--- src/rtl/pipeline_stall_ctrl.sv ---
// pipeline_stall_ctrl: per-stage write-enable/flush control with load-use, memory-wait and halt-drain FSM
module pipeline_stall_ctrl #(
    parameter int DRAIN_CYCLES = 3,
    parameter int CNT_W = 16
) (
    input  logic             clk,
    input  logic             rst,
    input  logic [3:0]       no_op_req,
    input  logic [3:0]       hold_req,
    input  logic             branch_taken,
    input  logic             imem_busy,
    input  logic             dmem_busy,
    input  logic             halt_id,
    output logic             pc_we,
    output logic [3:0]       stage_we,
    output logic [3:0]       stage_flush,
    output logic             halted,
    output logic [CNT_W-1:0] stall_cnt,
    output logic [CNT_W-1:0] flush_cnt
);
    localparam int DW = DRAIN_CYCLES > 1 ? $clog2(DRAIN_CYCLES) : 1;
    typedef enum logic [2:0] {RUN, LU_BUBBLE, MEM_WAIT, DRAIN, HALTED} state_t;
    state_t state, state_n;
    logic [DW-1:0] drain_cnt, drain_n;
    logic [3:0] hold_m, nop_m;
    logic load_use, flush_inc;
    // the bubble cycle masks the load-use pair so one load never gets two bubbles
    assign hold_m = state == LU_BUBBLE ? hold_req & 4'b1110 : hold_req;
    assign nop_m = state == LU_BUBBLE ? no_op_req & 4'b1101 : no_op_req;
    assign load_use = hold_m[0] & nop_m[1];
    assign halted = (state == HALTED) & ~rst;
    // control outputs and next state, highest-priority event first
    always_comb begin
        pc_we = 1'b1;
        stage_we = 4'hf;
        stage_flush = 4'h0;
        state_n = state;
        drain_n = drain_cnt;
        flush_inc = 1'b0;
        if (rst) begin
            pc_we = 1'b0;
            stage_we = 4'h0;
            stage_flush = 4'hf;
        end else if (state == HALTED) begin
            pc_we = 1'b0;
            stage_we = 4'h0;
        end else if (dmem_busy) begin
            pc_we = 1'b0;
            stage_we = 4'b1000;
            stage_flush = 4'b1000;
            state_n = state == DRAIN ? DRAIN : MEM_WAIT;
        end else if (state == DRAIN) begin
            pc_we = 1'b0;
            stage_flush = 4'b0001;
            state_n = drain_cnt == '0 ? HALTED : DRAIN;
            drain_n = drain_cnt == '0 ? drain_cnt : drain_cnt - 1'b1;
        end else begin
            state_n = RUN;
            if (load_use) begin
                pc_we = 1'b0;
                stage_we = 4'b1110;
                stage_flush = 4'b0010;
                state_n = LU_BUBBLE;
            end else if (halt_id) begin
                pc_we = 1'b0;
                stage_flush = 4'b0001;
                drain_n = DW'(DRAIN_CYCLES - 1);
                state_n = DRAIN;
            end else if (branch_taken) begin
                stage_flush = 4'b0001;
                flush_inc = ~imem_busy;
            end else begin
                stage_flush = nop_m;
                stage_we = ~hold_m | nop_m;
                pc_we = ~hold_m[0];
            end
            if (imem_busy) begin
                pc_we = 1'b0;
                stage_flush[0] = 1'b1;
            end
        end
    end
    // state, drain counter and saturating performance counters
    always_ff @(posedge clk) begin
        if (rst) begin
            state <= RUN;
            drain_cnt <= '0;
            stall_cnt <= '0;
            flush_cnt <= '0;
        end else begin
            state <= state_n;
            drain_cnt <= drain_n;
            if (~pc_we && state != HALTED && ~&stall_cnt) stall_cnt <= stall_cnt + 1'b1;
            if (flush_inc && ~&flush_cnt) flush_cnt <= flush_cnt + 1'b1;
        end
    end
endmodule

--- config.mk ---
export PLATFORM = sky130hd
export DESIGN_NAME = pipeline_stall_ctrl
export DESIGN_NICKNAME = d
export VERILOG_FILES = /design/src/rtl/pipeline_stall_ctrl.sv
export SDC_FILE = /design/constraint.sdc
export NUM_CORES = 1
export LEC_CHECK = 0
export ABC_AREA = 1
export CORE_ASPECT_RATIO = 1.5
export CORE_UTILIZATION = 40
export CTS_BUF_LIST = sky130_fd_sc_hd__clkbuf_2 sky130_fd_sc_hd__clkbuf_4 sky130_fd_sc_hd__clkbuf_8
export CTS_CLUSTER_SIZE = 12
export DETAILED_ROUTE_END_ITERATION = 8
export PLACE_DENSITY = 0.77
export SLEW_MARGIN = 30
export SYNTH_ARGS = -nofsm -noshare
export SYNTH_HDL_FRONTEND = slang
export SYNTH_SLANG_ARGS = --single-unit
--- constraint.sdc ---
create_clock -name clk -period 2.4 [get_ports clk]
set_clock_uncertainty 0.15 [all_clocks]
set_input_delay 0.24 -clock clk [delete_from_list [all_inputs] [get_ports clk]]
set_output_delay 0.24 -clock clk [all_outputs]
set_load 0.005 [all_outputs]
**Word level (Yosys, flattened, before mapping)**

Cells that the tools add are included.

- Add/sub/neg operators: 3
- $mul: 0
- Divide/modulo/power cells: 0
- Order comparisons: 0
- Equal/unequal tests: 6
- Shift-type cells: 0
- Mux-type cells: 42
- Bitwise logic cells: 10
- Reductions and logical operators: 10

Operators by type and width:

| operator | number |
|---|---|
| $mux 4 | 14 |
| $add 16x1->16 const B | 2 |
| $reduce_and 16->1 | 2 |
| $mux 1 | 18 |
| $mux 2 | 7 |
| $mux 3 | 3 |
| $not 1->1 | 6 |
| $reduce_and 5->1 | 1 |
| $not 4->4 | 1 |
| $or 4x4->4 | 1 |
| $eq 3x1->1 const B | 1 |
| $eq 3x2->1 const B | 1 |
| $eq 3x3->1 const B | 1 |
| $logic_and 1x1->1 | 3 |
| $ne 3x3->1 const B | 1 |
| $and 1x1->1 | 2 |
| $logic_not 1->1 | 2 |
| $logic_not 2->1 | 1 |
| $ne 2x1->1 const B | 1 |
| $ne 2x2->1 const B | 1 |
| $reduce_bool 2->1 | 1 |
| $sub 2x1->2 const B | 1 |

- Bits in registers: 37
- Latch bits: 0
- Bits in writable memories: 0
- ROM bits: 0
- Input port bits: 14
- Output and inout bits: 42
- Logic and storage cells: 75
- Memories kept: 0

**Logic depth before layout (Yosys ltp)**

Gate-level depths: netlist of the first run.

- Depth after elaboration: 14
- Mapped depth: 10
- Mapped depth without buffers: 10

**Worst setup path before layout of the first run**

No wires, ideal clock.

- Kind: register -> register
- Start: reg stall_cnt[0]
- End: reg stall_cnt[13]
- Setup time: 71 ps
- Arrival: 1,470 ps
- Required time: 2,179 ps
- Slack: 708 ps
- Stages on the path, launching flop included: 9
- Buffers on the path: 1
- Clock period less this slack: 1,692 ps
- Cell sequence: dfxtp_1 > ha_1 > nand2_2 > nor3_4 > nand3_2 > nand3_2 > buf_4 > nand2_1 > a21oi_1

- Longest elaborated chain between the ends: 3
- Elaborated cells on any way between the ends: 4
- Those cells by class: add/sub: 1; reduce/logical: 3

RTL lines:

| element | line | text |
|---|---|---|
| start: declaration | 18 | `output logic [CNT_W-1:0] stall_cnt,` |
| start signal: assignment | 93 | `if (~pc_we && state != HALTED && ~&stall_cnt) stall_cnt <= stall_cnt + 1'b1;` |
| branches (longest 3 deep; another with $add 16x1->16) | n/a |  |

Several ways; the timed one is not identified.
A chain may end at the register's enable or synchronous reset.

**Worst setup path after layout of the first run**

- Start: in branch_taken
- End: out pc_we

- Longest elaborated chain between the ends: 8

RTL lines:

| element | line | text |
|---|---|---|
| start: declaration | 10 | `input logic branch_taken,` |
| $mux 1 | 69 | `end else if (branch_taken) begin` |
| $mux 1 | 64 | `end else if (halt_id) begin` |
| $mux 1 | 59 | `if (load_use) begin` |
| $mux 1 | 77 | `if (imem_busy) begin` |
| $mux 1 | 52 | `end else if (state == DRAIN) begin` |
| $mux 1 | 47 | `end else if (dmem_busy) begin` |
| $mux 1 | 44 | `end else if (state == HALTED) begin` |
| $mux 1 | 40 | `if (rst) begin` |
| end: declaration | 14 | `output logic pc_we,` |

No other way between the ends.

==> reports/results.txt, run 1 <==
The flow ran to the end, and the final reports show no timing, DRC or antenna violations. The share of Yosys cell area claimed by the top area cell type was 32.2%; the weighted congestion reported at the end of routability-driven placement was 0.908. The path class of the tightest hold or removal check is flip-flop to flip-flop.

The final cell count without fillers was 473; the number of H-tree levels was 2. The run gives 41.9% as the initial cell density of the core. The region available for standard cell placement spans 5490 sq um. The overall via count from detail_route was 2387; the post-placement cell area was 2920 sq um. The netlist uses 31 different library cells. The tools report the maximum number of pins on one net before global-route repair as 22.

Measured along the y axis, the die boundary spans 94.9 microns. STA puts the critical path data arrival time at 1.90 ns. Max-cap violations in this run came to 0. Counting tap cells, the placed design contains a total of 465 instances.

The first global-routing pass estimated 9480 microns of wire. CTS placed an instance of clkbuf_8 at the clock tree root. The number of clock buffers added by TritonCTS is 5.

At the pin with the least slew margin, the transition time is 0.533 ns. The clock drives 37 sinks. Dividing the final minimum period by the clock period gives 95.5%.

The wire length per cell after detailed routing came out at 11.9 microns. In this run the count of I/O pins placed on the die edge is 56. Based on the critical path, the design can be clocked at up to 436 MHz.

For the count of TritonRoute iterations in the first routing pass, the log shows 4. The analysis attributes to cell leakage a power of 0.00113 uW. For this run, the leading register cell type out of synthesis is dfxtp_1. The number of DRC markers after the initial detailed-route iteration was 148; the count of endpoints failing hold in the final timing report was 0. The area of the die came out at 6070 sq um. The area added between synthesis and finish works out to 31.7%. Dividing the synthesized area by the synthesized cell count gives 6.71 sq um. The remaining global-route overflow came out at 0. At the end of the flow the core is filled with cells to 55.2%. After detailed routing, the total wire length is 5630 microns. The clock transition time at the flip-flop clock pins of the worst setup and hold paths is 0.07 ns, and the number of nets in the layout is 420. For this design, the CTS-stage hold fixing added 0 buffers.

The share of post-route cells with drive strength above 1 is 8.93%, and the worst max-slew margin expressed relative to the limit is 64.2%. The async set or reset register ratio after synthesis is 0%, and the count of warnings emitted by yosys is 0. The initial antenna violation count was 0. The post-synthesis cell type with the largest combined area was dfxtp_1.

The sequential fraction of the synthesis area is 32.2%, and the total global routing track utilization is 19.5%. Worst setup path category: input pin to primary output. The worst-case IR drop observed on VDD is 312 uV.

The count of nets left with antenna violations once routing finished came out at 0. Setup violations remaining at the end of the flow were counted as 0. After routing the design area is 3030 sq um.

The net count after synthesis was 360; the HPWL after detailed placement was 4170 microns. Summed over all failing endpoints, the final setup total negative slack is 0 ns. The die is 63.9 microns wide. The register-to-register setup slack was 0.54 ns. The number of instances in the synthesized netlist was 343; the number of register bits inferred by synthesis was 37. Overall power consumption after layout is estimated at 1250 uW. Number of enable-type register cells in the synthesized netlist: 0.

STA classifies the critical path startpoint as an input pin. The run gives 0.29 ns as the clock network latency to the later pin of the worst-skew pair. TritonCTS built the clock tree. The via-per-instance ratio is 5.05.

Yosys attributes the largest share of cell area to dfxtp_1 32%, nand2_1 15%, nand3_1 7.4%, a21oi_1 7.0%, xor2_1 6.8%. At the worst endpoint, the required time is 2.01 ns. The logs give 0 for the detailed-route DRC error count and 33 for the floorplan row count.

The number of slew-limit violations in the final report was 0. During placement, the flow inserted port buffers numbering 55. The number of global-route vias before repair is 2252. In this run the worst path has a maximum fanout of 6. 0 antenna diodes ended up in the layout. For the post-synthesis instance area, the log shows 2300 sq um. The nature of the critical path endpoint was a primary output.

The clock passes through at most 2 buffers. For this design the ratio of total power to cell area is 411 nW/um^2. The shortest clock period the worst path allows after layout came out at 2.29 ns.
==> cells in the final DEF (no fill, tap or decap), types with 2 or more instances in the layout <==
master / netlist / layout
a21oi_1: 32 / 32
a21oi_2: 4 / 4
buf_4: 1 / 7
clkbuf_8: 0 / 6
clkdlybuf4s50_1: 0 / 55
dfxtp_1: 37 / 35
dfxtp_2: 0 / 2
ha_1: 3 / 3
inv_1: 36 / 36
nand2_1: 89 / 89
nand3_1: 34 / 33
nand3_2: 4 / 5
nand4_1: 2 / 2
nor2_1: 33 / 32
nor2_2: 4 / 5
nor3_1: 9 / 8
o211ai_1: 2 / 2
o21ai_0: 9 / 7
o21ai_1: 0 / 2
xnor2_1: 8 / 8
xor2_1: 18 / 18
==> state kept, by name (all words and copies together) (netlist names) <==
register and flops:
state 3, flush_cnt 16, stall_cnt 16, drain_cnt 2
==> routing by layer <==
metal,GRT usage [%],wire (microns),vias to the layer above
li1,-,-,1220
met1,21.3,2370,1097
met2,36.3,2950,60
met3,3.74,194,10
met4,7.95,121,0
met5,0,0,-
==> critical path, stage by stage <==
cell and delay, ns:
clkdlybuf4s50_1 0.61, inv_1 0.12, nand3_1 0.11, nand2_1 0.08, nor2_2 0.19, clkdlybuf4s50_1 0.56
==> cell families after synthesis <==
family,count (synthesis),share of synthesized area (%)
simple gates,180,34.8
fa+ha+maj,3,1.63
flops,37,32.2
xor+xnor,26,9.89
buf+inv,46,9.08
compound gates,51,12.4
==> worst paths after layout <==
kind,depth (start not counted),end,from
hold / removal,2,stall_cnt[15]$_SDFFE_PP0P_,stall_cnt[15]$_SDFFE_PP0P_
setup reg to reg,10,stall_cnt[2]$_SDFFE_PP0P_,state[1]$_SDFFE_PP0N_
setup / recovery,6,pc_we,branch_taken
hold reg to reg,2,stall_cnt[15]$_SDFFE_PP0P_,stall_cnt[15]$_SDFFE_PP0P_
==> cell usage after synthesis, drive strengths merged, types with 3 or more instances <==
library cell	count
nor3	10
clkbuf	4
inv	37
nand2	91
dfxtp	37
ha	3
buf	5
xnor2	8
xor2	18
a21oi	36
nor2	38
o21ai	9
nand3	38
==> layout make-up <==
class | instances | area, sq um
sequential | 37 | 743
clock buffer | 7 | 90.1
timing repair buffer | 62 | 603
fill | 530 | 2460
inverter | 37 | 144
multi-input combinational | 260 | 1370
tap | 70 | 87.6
==> power by group <==
group          switching (uW)  internal, uW
Sequential               11.1           625
Combinational            80.0          78.5
Clock                     213           239
==> metrics by stage <==
stage          hold slack (ns)  setup WS, ns
2_1_floorplan            0.186         0.708
3_3_place_gp             0.325         0.145
3_5_place_dp             0.344         0.137
4_1_cts                  0.354        0.0187
5_1_grt                  0.370      -0.00527
6_report                 0.350         0.107
==> repair_timing <==
item                       4_1_cts  5_1_grt
buffers inserted                 0        1
resized for setup                0        7
setup endpoints to repair        0        8
Power figures use the tool's default switching activity.
==> run 2, diff against run 1 <==
- CAP_MARGIN: not set -> 20
==> results of run 2 <==
The final DEF is identical to that of run 1; final timing and power are the same.
==> run 3, diff against run 2 <==
- clock period: 2.4 -> 2.7 ns (I/O delays scaled with it)
==> run 3 against run 2 <==
- hold slack worse by 0.0023 ns
- via count up 1.7%
- power decreased by 3.5%
- sequential power shrank 11%
- combinational power shrank 15%
- register-to-register slack better by 0.34 ns
- largest power group unchanged
- clock-buffer cell count did not move
- design area shrank 0.50%
- critical path type is now flip-flop to primary output
- critical path depth increased by 3
- global-route usage grew 0.18 points
- first-iteration DRC count did not move
- flip-flop and latch count is the same
==> reports/results.txt, run 3 (synthesis results as in run 1) <==
The count of TritonRoute iterations in the first routing pass was 4 (unchanged). The initial antenna violation count came out at 0 (unchanged). The wire length per cell after detailed routing was 12.0 microns (was 11.9 microns); the utilization of the core after routing was 55.0% (was 55.2%).

The wire length of the first global-routing pass was 9670 microns (was 9480 microns). Worst hold margin: 0.348 ns (was 0.350 ns). The logs give 2.02 ns (was 1.90 ns) for the data arrival at the endpoint of the critical path and 11.2% (was 12.7%) for the combinational group share of total power. The number of DRC markers after the initial detailed-route iteration came out at 148 (unchanged). Registers with the highest flip-flop counts: flush_cnt: 16 flops, stall_cnt: 16 flops, state: 3 flops (unchanged). The via-per-instance ratio is 5.16 (was 5.05), and the number of fill cells in the layout is 532 (was 530).

The cell leakage power was 0.00112 uW (was 0.00113 uW); the portion of the clock cycle consumed by the worst path in the final layout was 90.4%. TritonCTS built the clock tree. Total wire length: 5630 microns (about the same).

The tools report the nature of the critical path endpoint as a primary output (unchanged). Worst setup path category: flip-flop to primary output (was input pin to primary output). Leading cell types in the layout, fill and taps excluded: 89 x nand2_1, 55 x clkdlybuf4s50_1, 37 x dfxtp_1 (was 89 x nand2_1, 55 x clkdlybuf4s50_1, 36 x inv_1). The number of nets with antenna violations after detailed routing was 0 (unchanged); the number of buffers inserted to repair setup after CTS was 0 (unchanged).

The floorplan row count was 33 (unchanged); the transition at the pin with the smallest max-transition slack was 0.507 ns (was 0.533 ns). Count of endpoints failing setup in the final report: 0 (unchanged). The net load switching power came out at 272 uW (was 304 uW). The tools report the initial cell density of the core as 41.9% (unchanged). The HPWL after detailed placement is 4170 microns (about the same). The weighted congestion reported at the end of routability-driven placement was 0.920 (was 0.908); the antenna diode instance count was 0 (unchanged). Number of buffers inserted by port buffering: 55 (unchanged). Horizontal extent of the die: 63.9 microns (unchanged).

Commonest non-fill, non-tap cell in the layout: nand2_1 (unchanged). The share of post-route cells with drive strength above 1 came out at 7.00% (was 8.93%). For the count of endpoints failing hold in the final timing report, the log shows 0 (unchanged). The run finished with clean final reports.

The worst IR drop on VDD was 251 uV (was 312 uV); the area added between synthesis and finish was 31.1% (was 31.7%). The post-placement cell area came out at 2900 sq um (was 2920 sq um). The startpoint type of the worst setup path is a flip-flop (was an input pin). The clock transition time at the flip-flop clock pins of the worst setup and hold paths came out at 0.07 ns (about the same). The number of global-route vias before repair was 2344 (was 2252); the number of buffers inserted during clock tree synthesis was 5 (unchanged). The number of buffers between clock root and the deepest sink is 2 (unchanged). Class of the tightest hold or removal check: flip-flop to flip-flop (unchanged). The peak fanout along the critical path works out to 5 (was 6). The number of slew-limit violations in the final report came out at 0 (unchanged). The logs give 56 (unchanged) for the number of ports placed on the die boundary and 3020 sq um (was 3030 sq um) for the summed area of non-filler cells in the final layout. The power per standard cell area was 399 nW/um^2 (was 411 nW/um^2); the area of combinational cells with multiple inputs was 1350 sq um (was 1370 sq um). Clock tree root buffer cell: clkbuf_8 (unchanged).

The run gives 23 (was 22) as the maximum number of pins on one net before global-route repair. For the overall via count from detail_route, the log shows 2427 (was 2387). For the internal power, the log shows 932 uW (was 943 uW). Detailed-route DRC error count: 0 (unchanged).

Setup repair after global routing left no endpoint under its margin. The number of nets in the layout is 416 (was 420), and the achievable clock frequency is 410 MHz. The logs give 0 (unchanged) for the remaining global-route overflow and 2.28 ns (was 2.01 ns) for the required time at the endpoint of the critical path. The die height is 94.9 microns (unchanged), and the part of the power in the clock network is 41.9% (was 36.3%). For the sum of negative setup slack, the log shows 0 ns (unchanged). The logs give 6070 sq um (unchanged) for the area of the die and 46.9% (was 51.0%) for the sequential fraction of design power.

The clock period could shrink to 2.44 ns. For the number of sinks handled by clock tree synthesis, the log shows 37 (unchanged). The switching share of power was 22.6% (was 24.4%).

The number of instances resized during post-cts repair is 0 (unchanged), and the number of H-tree levels is 2 (unchanged). The tools report the area of the core region as 5490 sq um (unchanged). The run gives 19.7% (was 19.5%) as the total global routing track utilization.

For the number of max-capacitance violations reported, the log shows 0 (unchanged). The run gives 741 sq um (was 743 sq um) as the area of all sequential standard cells. The tools report the quantity of hold-fixing buffers added after cts as 0 (unchanged). The clock network latency to the later pin of the worst-skew pair came out at 0.28 ns (was 0.29 ns).

Worst max-slew margin expressed relative to the limit: 65.9% (was 64.2%).
==> run 3: per-stage QoR <==
step / std cells / setup slack (ns) / power (uW)
after floorplan: 343 / 1.01 / 647
after global placement: 462 / 0.330 / 710
after detailed placement: 462 / 0.329 / 711
after CTS: 470 / 0.262 / 1210
after global routing: 470 / 0.0709 / 1250
final: 470 / 0.261 / 1200
==> run 3: area by class of cell <==
type	instances	area share, %
Multi-Input combinational cell	260	44.8
Sequential cell	37	24.5
Timing Repair Buffer	58	19.0
Inverter	37	4.77
Clock buffer	7	2.99
Tap cell	70	2.90
Clock inverter	1	0.995
==> run 3: path summary, 6_finish.rpt <==
kind	endpoint	slack, ns	from	cells after the start
setup / recovery	stage_we[1]	0.26	state[0]$_SDFFE_PP0N_	9
hold / removal	flush_cnt[15]$_SDFFE_PP0P_	0.35	flush_cnt[15]$_SDFFE_PP0P_	2
setup reg to reg	flush_cnt[12]$_SDFFE_PP0P_	0.88	flush_cnt[0]$_SDFFE_PP0P_	8
hold reg to reg	flush_cnt[15]$_SDFFE_PP0P_	0.35	flush_cnt[15]$_SDFFE_PP0P_	2
==> run 3: power groups by stage <==
stage	Combinational (uW)	Clock, uW	Sequential [uW]
floorplan	70.2	0	576
global placement	133	0	577
detailed placement	134	0	577
CTS	135	514	565
global route	149	540	566
finish	135	504	565
==> run 3: layer usage <==
metal	up-vias	global-route usage [%]	share of wire, %
met3	9	4.35	5.1
met2	70	37.3	53
met4	0	7.39	1.6
met1	1127	20.9	41
li1	1221	-	-
met5	-	0	0
==> run 3: worst max-delay path: stages, from the launching register on <==
cell and delay [ns]:
dfxtp_1 0.36, nor2_1 0.08, nand2_1 0.17, inv_1 0.12, nor2_1 0.14, inv_1 0.11, nor2_1 0.12, o21ai_0 0.10
inv_1 0.06, clkdlybuf4s50_1 0.49
==> edit (config.mk and constraints of run 2) <==
The parameter `DRAIN_CYCLES` goes from 3 to 6.
--- a/src/rtl/pipeline_stall_ctrl.sv
+++ b/src/rtl/pipeline_stall_ctrl.sv
@@ -1,6 +1,6 @@
 // pipeline_stall_ctrl: per-stage write-enable/flush control with load-use, memory-wait and halt-drain FSM
 module pipeline_stall_ctrl #(
-    parameter int DRAIN_CYCLES = 3,
+    parameter int DRAIN_CYCLES = 6,
     parameter int CNT_W = 16
 ) (
     input  logic             clk,
Formal check against the unedited RTL: not equivalent (Yosys sat finds a counterexample within 10 cycles, from zero or initial values and one cycle with rst high).
==> edit against run 2 <==
- final area up 10%
- wire length up 15%
- cell count grew 8.5%
- via count grew 11%
- power rose by 3.6%
- sequential cell count is 1 higher
- clock power rose by 2%
- area after synthesis up 13%
- setup slack got worse by 0.017 ns
- count of clock-buffer cells in the layout is 1 lower
- first-iteration DRC count fell by 18%
- critical path type unchanged
- critical endpoint is now stage_flush[2]
- largest cell class unchanged
==> edit: results (changes against run 2) <==
Max FO, Critical Path: 4 (was 6)
CP endpoint: stage_flush[2] (was pc_we)
Post-synthesis compound-gate area fraction: 11.6% (was 12.4%)
Vias: 2,655 (was 2,387)
Fmax: 0.433 GHz (was 0.436 GHz)
GPL Wtd Cong: 0.888 (was 0.908)
Largest regs: flush_cnt x16, stall_cnt x16 (was flush_cnt x16, stall_cnt x16, state x3)
Post-DP HPWL: 4850 um (was 4170 um)
Pre-CTS setup slack: 0.123 ns (was 0.137 ns)
GR Util met1: 21.7% (was 21.3%)
Final #Nets: 456 (was 420)
GRT Total Usage: 20.1% (was 19.5%)
Distinct cell type count after synthesis: 35 (was 31)
Sequential cell area fraction in the yosys report: 29.3% (was 32.2%)
Pwr dens: 386 nW/um^2 (was 411 nW/um^2)
Placed cell count: 504 (was 465)
Crit path DAT: 1.92 ns (was 1.90 ns)
Post-DP Area: 3220 um^2 (was 2920 um^2)
Met2 global-route usage: 37.8% (was 36.3%)
Worst hold margin: 0.319 ns (was 0.350 ns)
Least-Margin Pin Slew: 0.467 ns (was 0.533 ns)
Largest net degree at the start of global routing: 20 (was 22)
Top cells by count, synth: nand2_1 (83), nand3_1 (47), nor2_1 (39), dfxtp_1 (38), inv_1 (34) (was nand2_1 (89), dfxtp_1 (37), inv_1 (36), nand3_1 (34), nor2_1 (33))
Met3 routed WL: 193 um (was 194 um)
Fraction of layout cells with a size suffix above 1: 15.3% (was 8.93%)
Area contributors post-synth: dfxtp_1 (29%), nand2_1 (12%), nand3_1 (9.1%) (was dfxtp_1 (32%), nand2_1 (15%), nand3_1 (7.4%))
R2R Path Start: flush_cnt[0] (was state[1])
M1 WL: 2680 um (was 2370 um)
Status: finished clean (unchanged)
Drt via density: 5.18 (was 5.05)
Xor/xnor share of the synthesized area: 7.43% (was 9.89%)
edit: changes by cell type after synthesis, sizes merged, moves of 2 or more:
cell | run 2 | this run
nand4 | 2 | 9
nor2 | 38 | 48
xnor2 | 8 | 5
o211ai | 2 | 0
inv | 37 | 39
nand2 | 91 | 97
a31oi | 1 | 3
nand3 | 38 | 51
edit: kinds of logic (layout without fill, tap and decap cells):
group / Yosys count / after routing
adder cells (fa/ha/maj): 4 / 4
AO/OA/AOI/OAI: 50 / 50
AND/OR/NAND/NOR: 215 / 215
XOR/XNOR: 22 / 22
flip-flops: 38 / 38
buffers and inverters: 50 / 110
edit: repair_timing:
action                                 CTS  global route
gates resized for setup                  0             9
endpoints found under the hold margin    0             0
setup endpoints to repair                0             8
setup buffers                            0             1
edit: final cells by class:
class,instances,area [um^2]
Clock buffer,6,82.6
Clock inverter,2,12.5
Fill cell,618,2870
Inverter,40,150
Multi-Input combinational cell,291,1640
Sequential cell,38,767
Tap cell,74,92.6
Timing Repair Buffer,62,603
